[src/rtl/branch_ckpt_stack.sv]
// Branch checkpoint stack: one slot per in-flight branch holding the rename
// map table, free-list head and the mask of older live branches it depends on.
// Optional free-slot counter output is enabled by defining BR_STACK_CNT_EN.
module branch_ckpt_stack #(
  parameter int BR_DEPTH  = 4,
  parameter int MT_NUM    = 32,
  parameter int PRF_IDX_W = 6,
  parameter int FL_PTR_W  = 5
) (
  input  logic                                clk,
  input  logic                                rst_n,
  input  logic                                is_br_i,
  input  logic [1:0]                          br_state_i,
  input  logic [BR_DEPTH-1:0]                 br_tag_i,
  input  logic [MT_NUM*(PRF_IDX_W+1)-1:0]     bak_mt_data_i,
  input  logic [FL_PTR_W-1:0]                 bak_fl_head_i,
  output logic [BR_DEPTH-1:0]                 br_mask_o,
  output logic [BR_DEPTH-1:0]                 br_tag_o,
  output logic [BR_DEPTH-1:0]                 br_bit_o,
  output logic [BR_DEPTH-1:0]                 squash_mask_o,
  output logic                                full_o,
  output logic [MT_NUM*(PRF_IDX_W+1)-1:0]     rc_mt_data_o,
`ifdef BR_STACK_CNT_EN
  output logic [$clog2(BR_DEPTH+1)-1:0]       br_free_cnt_o,
`endif
  output logic [FL_PTR_W-1:0]                 rc_fl_head_o
);

  localparam int MT_W  = MT_NUM * (PRF_IDX_W + 1);
  localparam int CNT_W = $clog2(BR_DEPTH + 1);

  localparam logic [1:0] ST_CORRECT = 2'b01;
  localparam logic [1:0] ST_WRONG   = 2'b10;

  logic [BR_DEPTH-1:0] r_valid;
  logic [BR_DEPTH-1:0] r_dep [BR_DEPTH];
  logic [MT_W-1:0]     r_mt  [BR_DEPTH];
  logic [FL_PTR_W-1:0] r_fl  [BR_DEPTH];

  logic                w_accept;
  logic                w_correct;
  logic                w_wrong;
  logic [BR_DEPTH-1:0] w_kill;
  logic [BR_DEPTH-1:0] w_squash;
  logic [BR_DEPTH-1:0] w_clr;
  logic [BR_DEPTH-1:0] w_valid_post;
  logic [BR_DEPTH-1:0] w_valid_next;
  logic [BR_DEPTH-1:0] w_alloc;
  logic [BR_DEPTH-1:0] w_grant;
  logic                w_found;
  logic [MT_W-1:0]     w_sel_mt;
  logic [FL_PTR_W-1:0] w_sel_fl;

  assign w_accept  = ((br_state_i == ST_CORRECT) || (br_state_i == ST_WRONG)) &&
                     (|(br_tag_i & r_valid));
  assign w_correct = w_accept && (br_state_i == ST_CORRECT);
  assign w_wrong   = w_accept && (br_state_i == ST_WRONG);

  // Slot snapshot select and younger-slot kill set, both driven by the one-hot tag.
  // NOTE: every always_comb output gets a default first so no latch is inferred.
  always_comb begin
    w_sel_mt = '0;
    w_sel_fl = '0;
    w_kill   = '0;
    for (int i = 0; i < BR_DEPTH; i++) begin
      if (br_tag_i[i]) begin
        w_sel_mt = w_sel_mt | r_mt[i];
        w_sel_fl = w_sel_fl | r_fl[i];
      end
      w_kill[i] = r_valid[i] && (|(r_dep[i] & br_tag_i));
    end
  end

  assign w_squash     = w_wrong ? (w_kill | br_tag_i) : '0;
  assign w_clr        = w_correct ? br_tag_i : w_squash;
  assign w_valid_post = r_valid & ~w_clr;

  always_comb begin
    w_alloc = '0;
    w_found = 1'b0;
    for (int i = 0; i < BR_DEPTH; i++) begin
      if (!w_valid_post[i] && !w_found) begin
        w_alloc[i] = 1'b1;
        w_found    = 1'b1;
      end
    end
  end

  assign w_grant      = (is_br_i && !w_wrong) ? w_alloc : '0;
  assign w_valid_next = w_valid_post | w_grant;

  assign br_mask_o     = r_valid;
  assign br_tag_o      = w_grant;
  assign br_bit_o      = w_accept ? br_tag_i : '0;
  assign squash_mask_o = w_squash;
  assign full_o        = &w_valid_post;
  assign rc_mt_data_o  = w_wrong ? w_sel_mt : '0;
  assign rc_fl_head_o  = w_wrong ? w_sel_fl : '0;

  // NOTE: sequential state is updated with non-blocking assignments only.
  always_ff @(posedge clk or negedge rst_n) begin
    if (!rst_n) begin
      r_valid <= '0;
      for (int i = 0; i < BR_DEPTH; i++) r_dep[i] <= '0;
    end else begin
      r_valid <= w_valid_next;
      for (int i = 0; i < BR_DEPTH; i++) begin
        if (w_grant[i]) r_dep[i] <= w_valid_post;
        else            r_dep[i] <= r_dep[i] & ~w_clr;
      end
    end
  end

  // NOTE: snapshot storage has no reset; a slot is only read after it was written.
  always_ff @(posedge clk) begin
    for (int i = 0; i < BR_DEPTH; i++) begin
      if (w_grant[i]) begin
        r_mt[i] <= bak_mt_data_i;
        r_fl[i] <= bak_fl_head_i;
      end
    end
  end

`ifdef BR_STACK_CNT_EN
  logic [CNT_W-1:0] r_free_cnt;
  logic [CNT_W-1:0] w_free_next;

  always_comb begin
    w_free_next = '0;
    for (int i = 0; i < BR_DEPTH; i++)
      w_free_next = w_free_next + {{(CNT_W-1){1'b0}}, ~w_valid_next[i]};
  end

  always_ff @(posedge clk or negedge rst_n) begin
    if (!rst_n) r_free_cnt <= CNT_W'(BR_DEPTH);
    else        r_free_cnt <= w_free_next;
  end

  assign br_free_cnt_o = r_free_cnt;
`endif

endmodule

[config.mk]
export PLATFORM = sky130hd
export DESIGN_NAME = branch_ckpt_stack
export DESIGN_NICKNAME = d
export VERILOG_FILES = /design/src/rtl/branch_ckpt_stack.sv
export SDC_FILE = /design/constraint.sdc
export NUM_CORES = 1
export LEC_CHECK = 0
export CORE_ASPECT_RATIO = 0.6
export CORE_MARGIN = 2
export CORE_UTILIZATION = 50
export DETAILED_ROUTE_END_ITERATION = 10
export HOLD_SLACK_MARGIN = 0.12
export PLACE_DENSITY_LB_ADDON = 0.2
export SYNTH_ARGS = -nofsm -noshare
export SYNTH_HDL_FRONTEND = slang
export SYNTH_SLANG_ARGS = --single-unit
[constraint.sdc]
create_clock -name clk -period 21.5 [get_ports clk]
set_input_delay 3.225 -clock clk [delete_from_list [all_inputs] [get_ports clk]]
set_output_delay 3.225 -clock clk [all_outputs]
set_load 0.005 [all_outputs]
# Yosys cells after proc, flatten, opt, wreduce, memory -nomap -nowiden
# Memories as Yosys holds them, arrays and structs flattened.
# Index checks and enable logic that the tools add are counted.
[op_classes]
n_reduce_logical = 30
n_eq_ne = 2
bitwise = 19
muxes = 50
[ops]
columns = ["operator", "count"]
rows = [
  ["224-bit two-way mux", 8],
  ["224-bit OR", 3],
  ["224-bit OR reduction", 3],
  ["4-bit AND", 10],
  ["5-bit two-way mux", 8],
  ["4-bit two-way mux", 8],
  ["1-bit two-way mux", 20],
  ["4-bit OR reduction", 5],
  ["5-bit OR", 3],
  ["5-bit OR reduction", 3],
  ["2-bit two-way mux", 6],
  ["1-bit logical AND", 11],
  ["4-bit OR", 2],
  ["1-bit logical NOT", 6],
  ["4-bit inverter", 1],
  ["4-bit AND reduction", 1],
  ["2-bit by 1-bit equality test with 1-bit output (second input constant)", 1],
  ["2-bit equality test (second input constant)", 1],
  ["1-bit logical OR", 1],
]
[word_totals]
mem_bits_rw = 916
reg_bits = 20
output_inout_bits = 246
memories = 2
[memory_table]
columns = ["name", "depth", "width", "rd", "rd_ports_with_merged_regs", "write_ports", "line", "text"]
rows = [
  ["r_mt", 4, 224, 4, 0, 1, "37", "logic [MT_W-1:0] r_mt [BR_DEPTH];"],
  ["r_fl", 4, 5, 4, 0, 1, "38", "logic [FL_PTR_W-1:0] r_fl [BR_DEPTH];"],
]

# Longest topological paths before layout
# Gate-level depths: netlist (run 1).
[depth]
word_depth = 24
depth_mapped = 9
mapped_depth_nobuf = 7

# Worst setup path after synthesis (run 1)
# No wires, ideal clock.
[synth_timing]
path_type = "input-to-output"
start = "input port br_state_i[0]"
end = "output port br_tag_o[3]"
t_arrival_ns = 13.900
required_ns = 18.275
setup_slack_ns = 4.375
n_path_buf = 1
cell_stages = 7
cell_sequence = "inv_1 > ha_1 > a21oi_1 > buf_4 > o221ai_1 > a21o_1 > nor2_1"
[synth_via]
elab_chain_len = 18
elab_cells_between_ends = 25
cone_classes = "eq/ne: 2; mux: 7; bitwise: 2; reduce/logical: 14"
[synth_lines]
columns = ["item", "line", "text"]
rows = [
  ["from (decl)", "13", "input logic [1:0] br_state_i,"],
  ["2-bit by 1-bit equality test with 1-bit output or 2-bit equality test (tied branches)", "54, 56, 57", ""],
  ["1-bit logical OR", "54", "assign w_accept = ((br_state_i == ST_CORRECT) || (br_state_i == ST_WRONG)) &&"],
  ["1-bit logical AND", "54", ""],
  ["1-bit logical AND", "57", "assign w_wrong = w_accept && (br_state_i == ST_WRONG);"],
  ["4-bit two-way mux", "74", "assign w_squash = w_wrong ? (w_kill | br_tag_i) : '0;"],
  ["4-bit two-way mux", "75", "assign w_clr = w_correct ? br_tag_i : w_squash;"],
  ["4-bit inverter", "76", "assign w_valid_post = r_valid & ~w_clr;"],
  ["4-bit AND", "76", ""],
  ["(+2 left out)", "n/a", ""],
  ["1-bit two-way mux", "82", "if (!w_valid_post[i] && !w_found) begin"],
  ["1-bit logical NOT", "82", ""],
  ["1-bit logical AND", "82", ""],
  ["1-bit two-way mux", "82", ""],
  ["1-bit logical NOT", "82", ""],
  ["1-bit logical AND", "82", ""],
  ["1-bit two-way mux", "82", ""],
  ["4-bit two-way mux *", "89", "assign w_grant = (is_br_i && !w_wrong) ? w_alloc : '0;"],
  ["to (decl)", "18", "output logic [BR_DEPTH-1:0] br_tag_o,"],
]
# Every way passes the cells marked *; elsewhere a longest branch is shown, timed or not.

# Worst setup path after layout (run 1)
[layout_timing]
start = "input port br_tag_i[2]"
end = "output port br_tag_o[3]"
[layout_via]
elab_chain_len = 18
elab_cells_between_ends = 37
cone_classes = "mux: 7; bitwise: 8; reduce/logical: 22"
[layout_lines]
columns = ["item", "line", "text"]
rows = [
  ["from (decl)", "14", "input logic [BR_DEPTH-1:0] br_tag_i,"],
  ["4-bit AND, on equally long branches", "70, 55", ""],
  ["4-bit OR reduction, on equally long branches", "70, 55", ""],
  ["1-bit logical AND, on equally long branches", "70, 54", ""],
  ["4-bit OR or 1-bit logical AND (tied branches)", "74, 57", ""],
  ["4-bit two-way mux", "74", ""],
  ["4-bit two-way mux", "75", ""],
  ["4-bit inverter", "76", ""],
  ["4-bit AND", "76", ""],
  ["(+2 left out)", "n/a", ""],
  ["1-bit two-way mux", "82", ""],
  ["1-bit logical NOT", "82", ""],
  ["1-bit logical AND", "82", ""],
  ["1-bit two-way mux", "82", ""],
  ["1-bit logical NOT", "82", ""],
  ["1-bit logical AND", "82", ""],
  ["1-bit two-way mux", "82", ""],
  ["4-bit two-way mux *", "89", ""],
]
# Marks and branches as above.

==> results of run 1 <==
## worst paths after layout
path | to | slack [ns] | cells past startpoint
setup / recovery | br_tag_o[3] | 11.44 | 7
hold / removal | r_dep[0] | 0.49 | 2
setup reg to reg | r_mt[3][21] | 16.35 | 8
hold reg to reg | r_dep[0] | 0.49 | 2
max in group asynchronous | br_mask_o[0] | 17.96 | 1
min in group asynchronous | r_dep[14] | 3.05 | 1
## final cells by class
cell class / count / area share (%)
inverters: 12 / 0.125
repair buffers: 511 / 12.1
multi-input cells: 763 / 12.2
well taps: 900 / 2.68
diodes: 5 / 0.0298
clock buffers: 94 / 5.15
flip-flops and latches: 932 / 66.5
clock inverters: 55 / 1.26
## power breakdown
group,switching (mW),total (mW),internal [mW]
Combinational,0.267,0.420,0.153
Sequential,0.0478,2.25,2.20
Clock,0.635,1.48,0.843
Total,0.950,4.15,3.20
## metrics by stage
| stage | util (%) | cell area [sq um] | setup WS, ns | cells | power, mW |
|---|---|---|---|---|---|
| after floorplan | - | 33600 | 4.38 | 1840 | 2.52 |
| after global placement | 59.2 | 39300 | 11.52 | 3118 | 2.70 |
| after detailed placement | 59.2 | 39300 | 11.42 | 3118 | 2.71 |
| after CTS | 63.3 | 42000 | 11.40 | 3267 | 4.18 |
| after global routing | 63.3 | 42000 | 11.17 | 3268 | 4.29 |
| final | 63.3 | 42000 | 11.44 | 3272 | 4.15 |
## logic make-up after synthesis
family | after synthesis
mux | 7
buf+inv | 145
fa+ha+maj | 2
compound gates | 719
flops | 932
simple gates | 35
## critical path, delay by kind of cell
kind,cells,cell delay [ns]
compound gates,4,1.98
simple gates,1,0.14
buf+inv,2,1.36
## flip-flops by register name, indices dropped and copies added (netlist names)
name / flops
br_mask_o: 4
r_fl: 20
r_dep: 12
r_mt: 896
## routing by layer
metal  GRT usage [%]  vias up  wire length (um)
li1                -     8568                 -
met2            37.5      780             41100
met5               0        -                63
met4            5.43       10              1420
met3            6.04      104              6560
met1            32.7     9951             34700
## placed cells by master (no fill, tap or decap), drive strengths merged, types with 7 or more instances in the layout
cell type / n
nand2: 11
a21oi: 234
edfxtp: 916
inv: 15
clkdlybuf4s50: 479
buf: 32
dfrtp: 16
clkinv: 36
bufinv: 10
mux2i: 7
clkbuf: 94
nor2: 11
a22oi: 460
## synthesized netlist by cell type (all sizes together)
library cell,count
edfxtp,916
a22oi,460
a21oi,234
clkbuf,104
buf,29
dfrtp,16
inv,12
nand2,11
nor2,11
mux2i,7
a21o,5
o21ai,5
a222oi,4
nand3,3
a31oi,2
and2,2
ha,2
nor2b,2
nor3,2
o221ai,2
a211o,1
a22o,1
a31o,1
and3b,1
nand2b,1
nand3b,1
nor3b,1
o211ai,1
o21a,1
o2bb2ai,1
o31ai,1
==> summary.md, run 1 <==
| Metric | Value |
|---|---|
| Worst clock skew | `0.0212 ns` |
| Avg Inst Size Synth | `18.3 sq um` |
| Main combinational cell family by area after synthesis | `compound AO/OA/AOI/OAI gates` |
| Min Tclk post-route | `10.06 ns` |
| Maxcap violations | `0` |
| Reg2reg start | `br_mask_o[3]` |
| Vias | `19400` |
| Worst skew pair latency | `0.62 ns` |
| Cells after Synth | `1840` |
| Area leader, netlist | `edfxtp_1` |
| CTS Sinks | `932` |
| Reg clk slew, reported paths | `approximately 0.06 ns` |
| Starting density of the core | `50.7%` |
| Placer Congestion | `between 0.7 and 0.8` |
| Max incr delay on CP | `approximately 0.84 ns` |
| Final Hold Fails | `0` |
| Run status | `complete, no violations` |
| Die width | `339 um` |
| Mapped Area | `33600 sq um` |
| Initial antenna violation count | `12` |
| Worst slew pin tran | `between 1 and 1.5 ns` |
| Simple-gate portion of the synthesized area | `0.521%` |
| Critical Path Fanout Max | `between 100 and 150` |
| Leakage | `13.7 nW` |
| Final nets | `2542` |
| DR iter-0 viols | `1849` |
| XOR/XNOR share of the synthesized area | `0%` |
| Post-DRT Antenna Nets | `0` |
| Post-DR wirelength/cell | `25.6 um` |
| Num CTS Buffers | `82` |
| Dpl hpwl | `roughly 47000 um` |
| Die ar. | `69300 sq um` |
| All-Layer GR Usage | `about a quarter` |
| Via-to-Cell Ratio | `around 5.9` |
| Vias in the first global route | `19100` |
| Die Y | `205 um` |
| Ys Warns | `0` |
| Arrival time worst endpoint | `6.83 ns` |
| Slew Limit Fails | `0` |
| H-Tree Depth | `3` |
| Setup violators final | `0` |
| Worst-path cell chain | `buf_6, a22oi_1, a21oi_1, o221ai_1, a21o_1, nor2_4, clkdlybuf4s50_1` |
| # IOs | `484` |
| Total gr overflow | `0` |
| Pin count of the biggest net entering global routing | `between 100 and 150` |
| Worst path required time | `18.27 ns` |
| Area Overhead vs Synth | `25.0%` |
| Startpoint class of the critical path | `input pin` |
| Worst-path cell with the longest stage delay | `a21oi_1` |
| # Post-CTS Setup Buffers | `0` |
| # DRC | `0` |
| Root Driver | `clkbuf_16` |
| Unrepaired setup endpoints after global routing | `false` |
| Rel. slew slack | `25.1%` |
| Post-Route Setup TNS | `0 ns` |
| Worst Setup End Kind | `primary output` |
| CTS Hold Bufs | `0` |
| IO Port Bufs | `a little under 500` |
| Multi-input logic area | `5140 sq um` |
| Maximum VDD drop | `about 0.06 mV` |
| PD cells | `between 90 and 100 nW/um^2` |
| Area share of the largest cell type after synthesis | `81.9%` |
| Register area | `27900 sq um` |
| Resized Gates After CTS | `0` |
| Fraction of layout cells with a size suffix above 1 | `6.68%` |
| Peak Freq | `99.4 MHz` |
| DR pass1 iterations | `8` |
| Synth top area cells | `edfxtp_1 82%, a22oi_1 10%, a21oi_1 3.5%, dfrtp_1 1.2%, clkbuf_1 1.2%` |
| Drt total wl | `approximately 84000 um` |
| First-pass GRT wire length | `122000 um` |
| Compound-Gate Fraction of Synth Area | `14.4%` |
| Core area | `66300 sq um` |
| Filler instances | `between 4000 and 5000` |
| Hold WS | `0.492 ns` |
| Seq/Total Area, Yosys | `83.1%` |
| Multiplexer area fraction after synthesis | `less than 1%` |
| Synthesis-stage register bit count | `932` |
| Crit share post-route | `46.8%` |
| Max Root-Sink Buffers | `3` |
| CTS tree | `yes` |
| Site Rows | `73` |
| Synth Net Count | `2080` |
| HP Class | `register to register` |
| CP Class | `input pin to primary output` |
| CP startpoint | `br_tag_i[2]` |
| Synth unique cells | `37` |
| Hold path start | `r_dep[0]` |
| Synthesized-area fraction occupied by adder cells | `less than 1%` |
Power figures use the tool's default switching activity.
==> run 2, diff against run 1 <==
- clock period: 21.5 -> 9.4 ns (I/O delays scaled with it)
==> run 2 against run 1 <==
  * First-iteration DRC count up 3.4%
  * Largest cell class unchanged
  * Core utilization shrank 0.17 points
  * Clock power rose by 120%
  * Clock skew grew 0.0049 ns
  * Cell area is 0.27% lower
  * Hold slack worse by 0.0087 ns
  * Routed wire length down 2.0%
  * Via count barely moved
==> summary.md, run 2 (synthesis results as in run 1) <==
| Metric | Value |
|---|---|
| Num CTS Buffers | `80 (was 82)` |
| Max Root-Sink Buffers | `3 (unchanged)` |
| Final Hold Fails | `0 (unchanged)` |
| Final nets | `2535 (was 2542)` |
| Die ar. | `69300 sq um (unchanged)` |
| Fraction of layout cells with a size suffix above 1 | `6.12% (was 6.68%)` |
| Hold path start | `r_dep[0] (unchanged)` |
| Top Layer Used | `met5 (unchanged)` |
| Critical Path Fanout Max | `98 (was 106)` |
| Total gr overflow | `0 (unchanged)` |
| Max incr delay on CP | `0.95 ns (was 0.84 ns)` |
| Reg2reg start | `br_mask_o[0] (was br_mask_o[3])` |
| Rel. slew slack | `21.2% (was 25.1%)` |
| Startpoint class of the critical path | `input pin (unchanged)` |
| Finished Layout Cells | `3257 (was 3272)` |
| Most common cell after layout, fill and taps aside | `edfxtp_1 (unchanged)` |
| Met1 wire length | `33000 um (was 34700 um)` |
| H-Tree Depth | `3 (unchanged)` |
| Post-DR wirelength/cell | `25.2 um (was 25.6 um)` |
| Delay-heaviest family, CP | `buffers and inverters (was compound AO/OA/AOI/OAI gates)` |
| FF-to-FF End | `r_mt[2][156] (was r_mt[3][21])` |
| Maxcap violations | `0 (unchanged)` |
| Arrival time worst endpoint | `4.83 ns (was 6.83 ns)` |
| CTS tree | `yes (unchanged)` |
| Crit share post-route | `66.4%` |
| CP Class | `input pin to primary output (unchanged)` |
| Initial antenna violation count | `11 (was 12)` |
| Min Tclk post-route | `6.24 ns` |
| HP Class | `register to register (unchanged)` |
| Unrepaired setup endpoints after global routing | `false (unchanged)` |
| IO Port Bufs | `483 (unchanged)` |
| PD cells | `224 nW/um^2 (was 98.8 nW/um^2)` |
| WHS Path Cells | `2 (unchanged)` |
| Max FFs per register | `896 (unchanged)` |
| Top Registers | `r_mt x896, r_fl x20, r_dep x12 (unchanged)` |
| Worst path required time | `7.99 ns (was 18.27 ns)` |
| Placer Congestion | `0.800 (was 0.777)` |
| Die Y | `205 um (unchanged)` |
| First-pass GRT wire length | `120000 um (was 122000 um)` |
| Via-to-Cell Ratio | `5.97 (was 5.93)` |
| Starting density of the core | `50.7% (unchanged)` |
| Commonest cells after routing, fill and taps aside | `916 x edfxtp_1, 479 x clkdlybuf4s50_1, 460 x a22oi_1 (unchanged)` |
| Worst-path cell chain | `clkdlybuf4s50_1, inv_1, ha_1, inv_1, a211o_4, buf_4, a21oi_1, clkdlybuf4s50_1 (was buf_6, a22oi_1, a21oi_1, o221ai_1, a21o_1, nor2_4, clkdlybuf4s50_1)` |
| DR iter-0 viols | `1911 (was 1849)` |
| Resized Gates After CTS | `0 (unchanged)` |
| Worst clock skew | `0.0261 ns (was 0.0212 ns)` |
| Area post-placement | `39300 sq um (about the same)` |
| Area Overhead vs Synth | `24.7% (was 25.0%)` |
| Worst-path cell with the longest stage delay | `buf_4 (was a21oi_1)` |
| Buffers and inverters on the worst path | `5 (was 2)` |
| Maximum VDD drop | `0.119 mV (was 0.0590 mV)` |
| # Post-CTS Setup Buffers | `0 (unchanged)` |
| Peak Freq | `about 160 MHz` |
| # DRC | `0 (unchanged)` |
| Run status | `complete, no violations (unchanged)` |
| Post-DRT Antenna Nets | `0 (unchanged)` |
| Worst skew pair latency | `0.62 ns (about the same)` |
| Die width | `339 um (unchanged)` |
| Vias | `19400 (about the same)` |
| Leakage | `13.7 nW (about the same)` |
| # IOs | `484 (unchanged)` |
| CTS Sinks | `932 (unchanged)` |
| Worst slew pin tran | `1.18 ns (was 1.12 ns)` |
| Slew Limit Fails | `0 (unchanged)` |
| Worst Setup End Kind | `primary output (unchanged)` |
| Internal reg-to-reg setup slack | `4.73 ns (was 16.35 ns)` |
| Dpl hpwl | `45500 um (was 47500 um)` |
| R2R cell count | `6 (was 8)` |
| Pin count of the biggest net entering global routing | `168 (was 107)` |
| Inst Count DP | `3113 (was 3118)` |
| Hold worst-path end | `r_dep[0] (unchanged)` |
| Post-Route Setup TNS | `0 ns (unchanged)` |
| Site Rows | `73 (unchanged)` |
| Drt total wl | `82200 um (was 83800 um)` |
| Reg clk slew, reported paths | `0.06 ns (about the same)` |
| Setup violators final | `0 (unchanged)` |
| Root Driver | `clkbuf_16 (unchanged)` |
| All-Layer GR Usage | `23.1% (was 23.4%)` |
| Met3 Routed Length | `7020 um (was 6560 um)` |
| Final instance area | `41900 sq um (was 42000 sq um)` |
| CTS Hold Bufs | `0 (unchanged)` |
| Core area | `66300 sq um (unchanged)` |
| Most flops, register | `r_mt (unchanged)` |
| Vias in the first global route | `19300 (was 19100)` |
| DR pass1 iterations | `6 (was 8)` |
| Met2 wire len | `40400 um (was 41100 um)` |
run 2: cell count changes in the layout (fill, tap and decap cells not counted), sizes merged:
cell | previous run | this run
buf | 32 | 26
bufinv | 10 | 9
clkbuf | 94 | 98
clkinv | 36 | 31
clkinvlp | 6 | 1
inv | 15 | 13
run 2: how the worst max path moves through the flow:
stage                        from           endpoint  depth (start not counted)
floorplan             br_tag_i[1]        br_tag_o[0]                          6
global placement    br_state_i[0]        br_tag_o[0]                          8
detailed placement  br_state_i[0]        br_tag_o[0]                          8
CTS                 br_state_i[0]        br_tag_o[0]                          8
global route        br_state_i[0]        br_tag_o[0]                          8
finish              br_state_i[0]  rc_mt_data_o[166]                          8
run 2: metal layers:
metal,GRT usage (%),vias to the layer above
met5,0,-
met4,5.84,12
met3,5.85,121
met2,37.6,824
met1,31.4,9924
li1,-,8550
run 2: where the power goes:
part / internal [mW] / switching (mW) / leakage, nW / total (mW)
registers: 5.04 / 0.110 / 8.53 / 5.15
clock network: 1.86 / 1.41 / 1.26 / 3.27
logic: 0.352 / 0.605 / 3.87 / 0.956
run 2: cell type report:
type / instances / area (sq um)
antenna: 5 / 12.5
clock buffer: 97 / 2130
clock inverter: 42 / 445
fill: 4649 / 24400
inverter: 12 / 52.6
multi-input combinational: 763 / 5140
sequential: 932 / 27900
tap: 900 / 1130
timing repair buffer: 506 / 5060
run 2: worst register-to-register path: cells and delay by family (launching register included):
family,cells,cell delay [ns]
AND/OR/NAND/NOR,2,1.11
flip-flops,1,0.49
AO/OA/AOI/OAI,2,1.08
buffers and inverters,2,1.52
run 2: stage by stage:
step | setup WS, ns | utilization, % | power (mW) | hold WS, ns
floorplan | 1.20 | - | 5.70 | 0.449
global placement | 3.17 | 59.3 | 6.16 | 0.464
detailed placement | 3.14 | 59.3 | 6.19 | 0.472
CTS | 3.13 | 63.1 | 9.45 | 0.488
global route | 3.00 | 63.1 | 9.71 | 0.514
finish | 3.16 | 63.2 | 9.37 | 0.483
==> run 3, diff against run 2 <==
- clock period: 9.4 -> 6.1 ns (I/O delays scaled with it)
==> run 3 against run 2 <==
  * Combinational power rose by 53%
  * Critical path type unchanged
  * Global-route usage fell by 0.35 points
  * Critical path depth fell by 1
  * Clock power rose by 55%
  * Sequential cell count did not move
  * Sequential power rose by 54%
  * Die area did not move
  * Register-to-register slack got worse by 2.5 ns
  * Highest routed layer unchanged
  * Cell area rose by 0.27%
==> summary.md, run 3 (synthesis results as in run 1) <==
| Metric | Value |
|---|---|
| Fraction of layout cells with a size suffix above 1 | `6.18% (was 6.12%)` |
| Reg2reg start | `br_mask_o[0] (unchanged)` |
| Final instance area | `42000 sq um (was 41900 sq um)` |
| Worst path required time | `5.18 ns (was 7.99 ns)` |
| Maximum VDD drop | `0.235 mV (was 0.119 mV)` |
| Rel. slew slack | `24.3% (was 21.2%)` |
| Worst slew pin tran | `1.14 ns (was 1.18 ns)` |
| CTS Hold Bufs | `0 (unchanged)` |
| Die width | `339 um (unchanged)` |
| R2R cell count | `6 (unchanged)` |
| Hold WS | `0.486 ns (was 0.483 ns)` |
| Final Hold Fails | `0 (unchanged)` |
| Hold worst-path end | `r_dep[4] (was r_dep[0])` |
| Critical Path Fanout Max | `79 (was 98)` |
| Register area | `27900 sq um (unchanged)` |
| Num CTS Buffers | `83 (was 80)` |
| Slew Limit Fails | `0 (unchanged)` |
| Post-DRT Antenna Nets | `0 (unchanged)` |
| Resized Gates After CTS | `0 (unchanged)` |
| Run status | `complete, no violations (unchanged)` |
| Max FFs per register | `896 (unchanged)` |
| Area Overhead vs Synth | `25.0% (was 24.7%)` |
| Post-DR wirelength/cell | `24.8 um (was 25.2 um)` |
| Most common cell after layout, fill and taps aside | `edfxtp_1 (unchanged)` |
| All-Layer GR Usage | `22.7% (was 23.1%)` |
| Setup violators final | `0 (unchanged)` |
| Via-to-Cell Ratio | `5.83 (was 5.97)` |
| Pin count of the biggest net entering global routing | `164 (was 168)` |
| Multi-input logic area | `5140 sq um (unchanged)` |
| Worst skew pair latency | `0.63 ns (was 0.62 ns)` |
| Most flops, register | `r_mt (unchanged)` |
| Root Driver | `clkbuf_16 (unchanged)` |
| Max Root-Sink Buffers | `3 (unchanged)` |
| Top Registers | `r_mt x896, r_fl x20, r_dep x12 (unchanged)` |
| Die Y | `205 um (unchanged)` |
| Min Tclk post-route | `roughly 4.7 ns` |
| Leakage | `13.7 nW (about the same)` |
| Maxcap violations | `0 (unchanged)` |
| CTS tree | `yes (unchanged)` |
| Placer Congestion | `0.779 (was 0.800)` |
| Core area | `66300 sq um (unchanged)` |
| Crit share post-route | `77.2%` |
| Drt total wl | `81000 um (was 82200 um)` |
| # Post-CTS Setup Buffers | `0 (unchanged)` |
| DR pass1 iterations | `7 (was 6)` |
| DR iter-0 viols | `1546 (was 1911)` |
| Worst clock skew | `0.0161 ns (was 0.0261 ns)` |
| WHS Path Cells | `1 (was 2)` |
| Starting density of the core | `50.7% (unchanged)` |
| Vias | `19000 (was 19400)` |
| Initial antenna violation count | `9 (was 11)` |
| Arrival time worst endpoint | `3.79 ns (was 4.83 ns)` |
| First-pass GRT wire length | `119000 um (was 120000 um)` |
| Dpl hpwl | `43800 um (was 45500 um)` |
| Final nets | `2536 (was 2535)` |
| Die ar. | `69300 sq um (unchanged)` |
| Commonest cells after routing, fill and taps aside | `916 x edfxtp_1, 479 x clkdlybuf4s50_1, 460 x a22oi_1 (unchanged)` |
| PD cells | `344 nW/um^2 (was 224 nW/um^2)` |
| Filler instances | `4666 (was 4649)` |
| Vias in the first global route | `19200 (was 19300)` |
| CP Class | `input pin to primary output (unchanged)` |
| IO Port Bufs | `483 (unchanged)` |
| Power Total | `14.5 mW (was 9.37 mW)` |
| H-Tree Depth | `3 (unchanged)` |
| Hold path start | `r_dep[4] (was r_dep[0])` |
| Area post-placement | `39400 sq um (was 39300 sq um)` |
| Total gr overflow | `0 (unchanged)` |
| CTS Sinks | `932 (unchanged)` |
| Startpoint class of the critical path | `input pin (unchanged)` |
| FF-to-FF End | `r_mt[0][22] (was r_mt[2][156])` |
| Fin util | `63.3% (was 63.2%)` |
| Worst Setup End Kind | `primary output (unchanged)` |
| Reg clk slew, reported paths | `0.07 ns (was 0.06 ns)` |
| # DRC | `0 (unchanged)` |
| # IOs | `484 (unchanged)` |
| Peak Freq | `212 MHz` |
| Internal reg-to-reg setup slack | `2.20 ns (was 4.73 ns)` |
| Site Rows | `73 (unchanged)` |
| HP Class | `register to register (unchanged)` |
| Unrepaired setup endpoints after global routing | `false (unchanged)` |
[run 3: cell count changes in the layout (fill, tap and decap cells not counted), sizes merged]
cell,change
clkbuf,+9
bufinv,-3
clkinvlp,+2
diode,-2
inv,+2
buf,-1
[run 3: per-stage QoR]
stage | setup WS, ns | setup TNS [ns] | std cells
6_report | 1.39 | 0 | 3264
5_1_grt | 1.27 | 0 | 3263
4_1_cts | 1.42 | 0 | 3261
3_5_place_dp | 1.15 | 0 | 3111
3_3_place_gp | 1.17 | 0 | 3111
2_1_floorplan | -0.184 | -0.184 | 1840
[run 3: critical path, cell delays in order]
cell	delay (ns)
clkdlybuf4s50_1	0.54
ha_1	0.32
inv_1	0.13
a211o_4	0.49
buf_12	0.27
a21oi_1	0.43
clkdlybuf4s50_1	0.58
[run 3: final cells by class]
type	count	share of cell area [%]
Clock buffer	107	5.34
Antenna cell	3	0.0179
Tap cell	900	2.68
Timing Repair Buffer	504	12.2
Inverter	12	0.116
Clock inverter	43	0.918
Multi-Input combinational cell	763	12.2
Sequential cell	932	66.5
[run 3: routing by layer]
metal  wire length (um)  GRT usage (%)  vias up
met4               1780           6.54       14
met5                 93              0        -
met2              39600           36.7      709
li1                   -              -     8556
met1              33400           31.2     9623
met3               6120           5.26      123
[run 3: how the worst max path moves through the flow]
stage,startpoint,endpoint,slack [ns],cells after the start
2_1_floorplan,br_state_i[0],br_tag_o[3],-0.18,7
3_3_place_gp,br_state_i[0],r_mt[0][94],1.17,9
3_5_place_dp,br_state_i[0],r_mt[0][33],1.15,9
4_1_cts,br_state_i[0],br_tag_o[2],1.42,8
5_1_grt,br_state_i[0],br_tag_o[2],1.27,8
6_report,br_state_i[1],rc_mt_data_o[56],1.39,7
[run 3: report_power, final]
| part | total (mW) | internal [mW] | switching [mW] |
|---|---|---|---|
| clock | 5.07 | 2.86 | 2.22 |
| sequential | 7.93 | 7.76 | 0.164 |
| combinational | 1.46 | 0.551 | 0.914 |
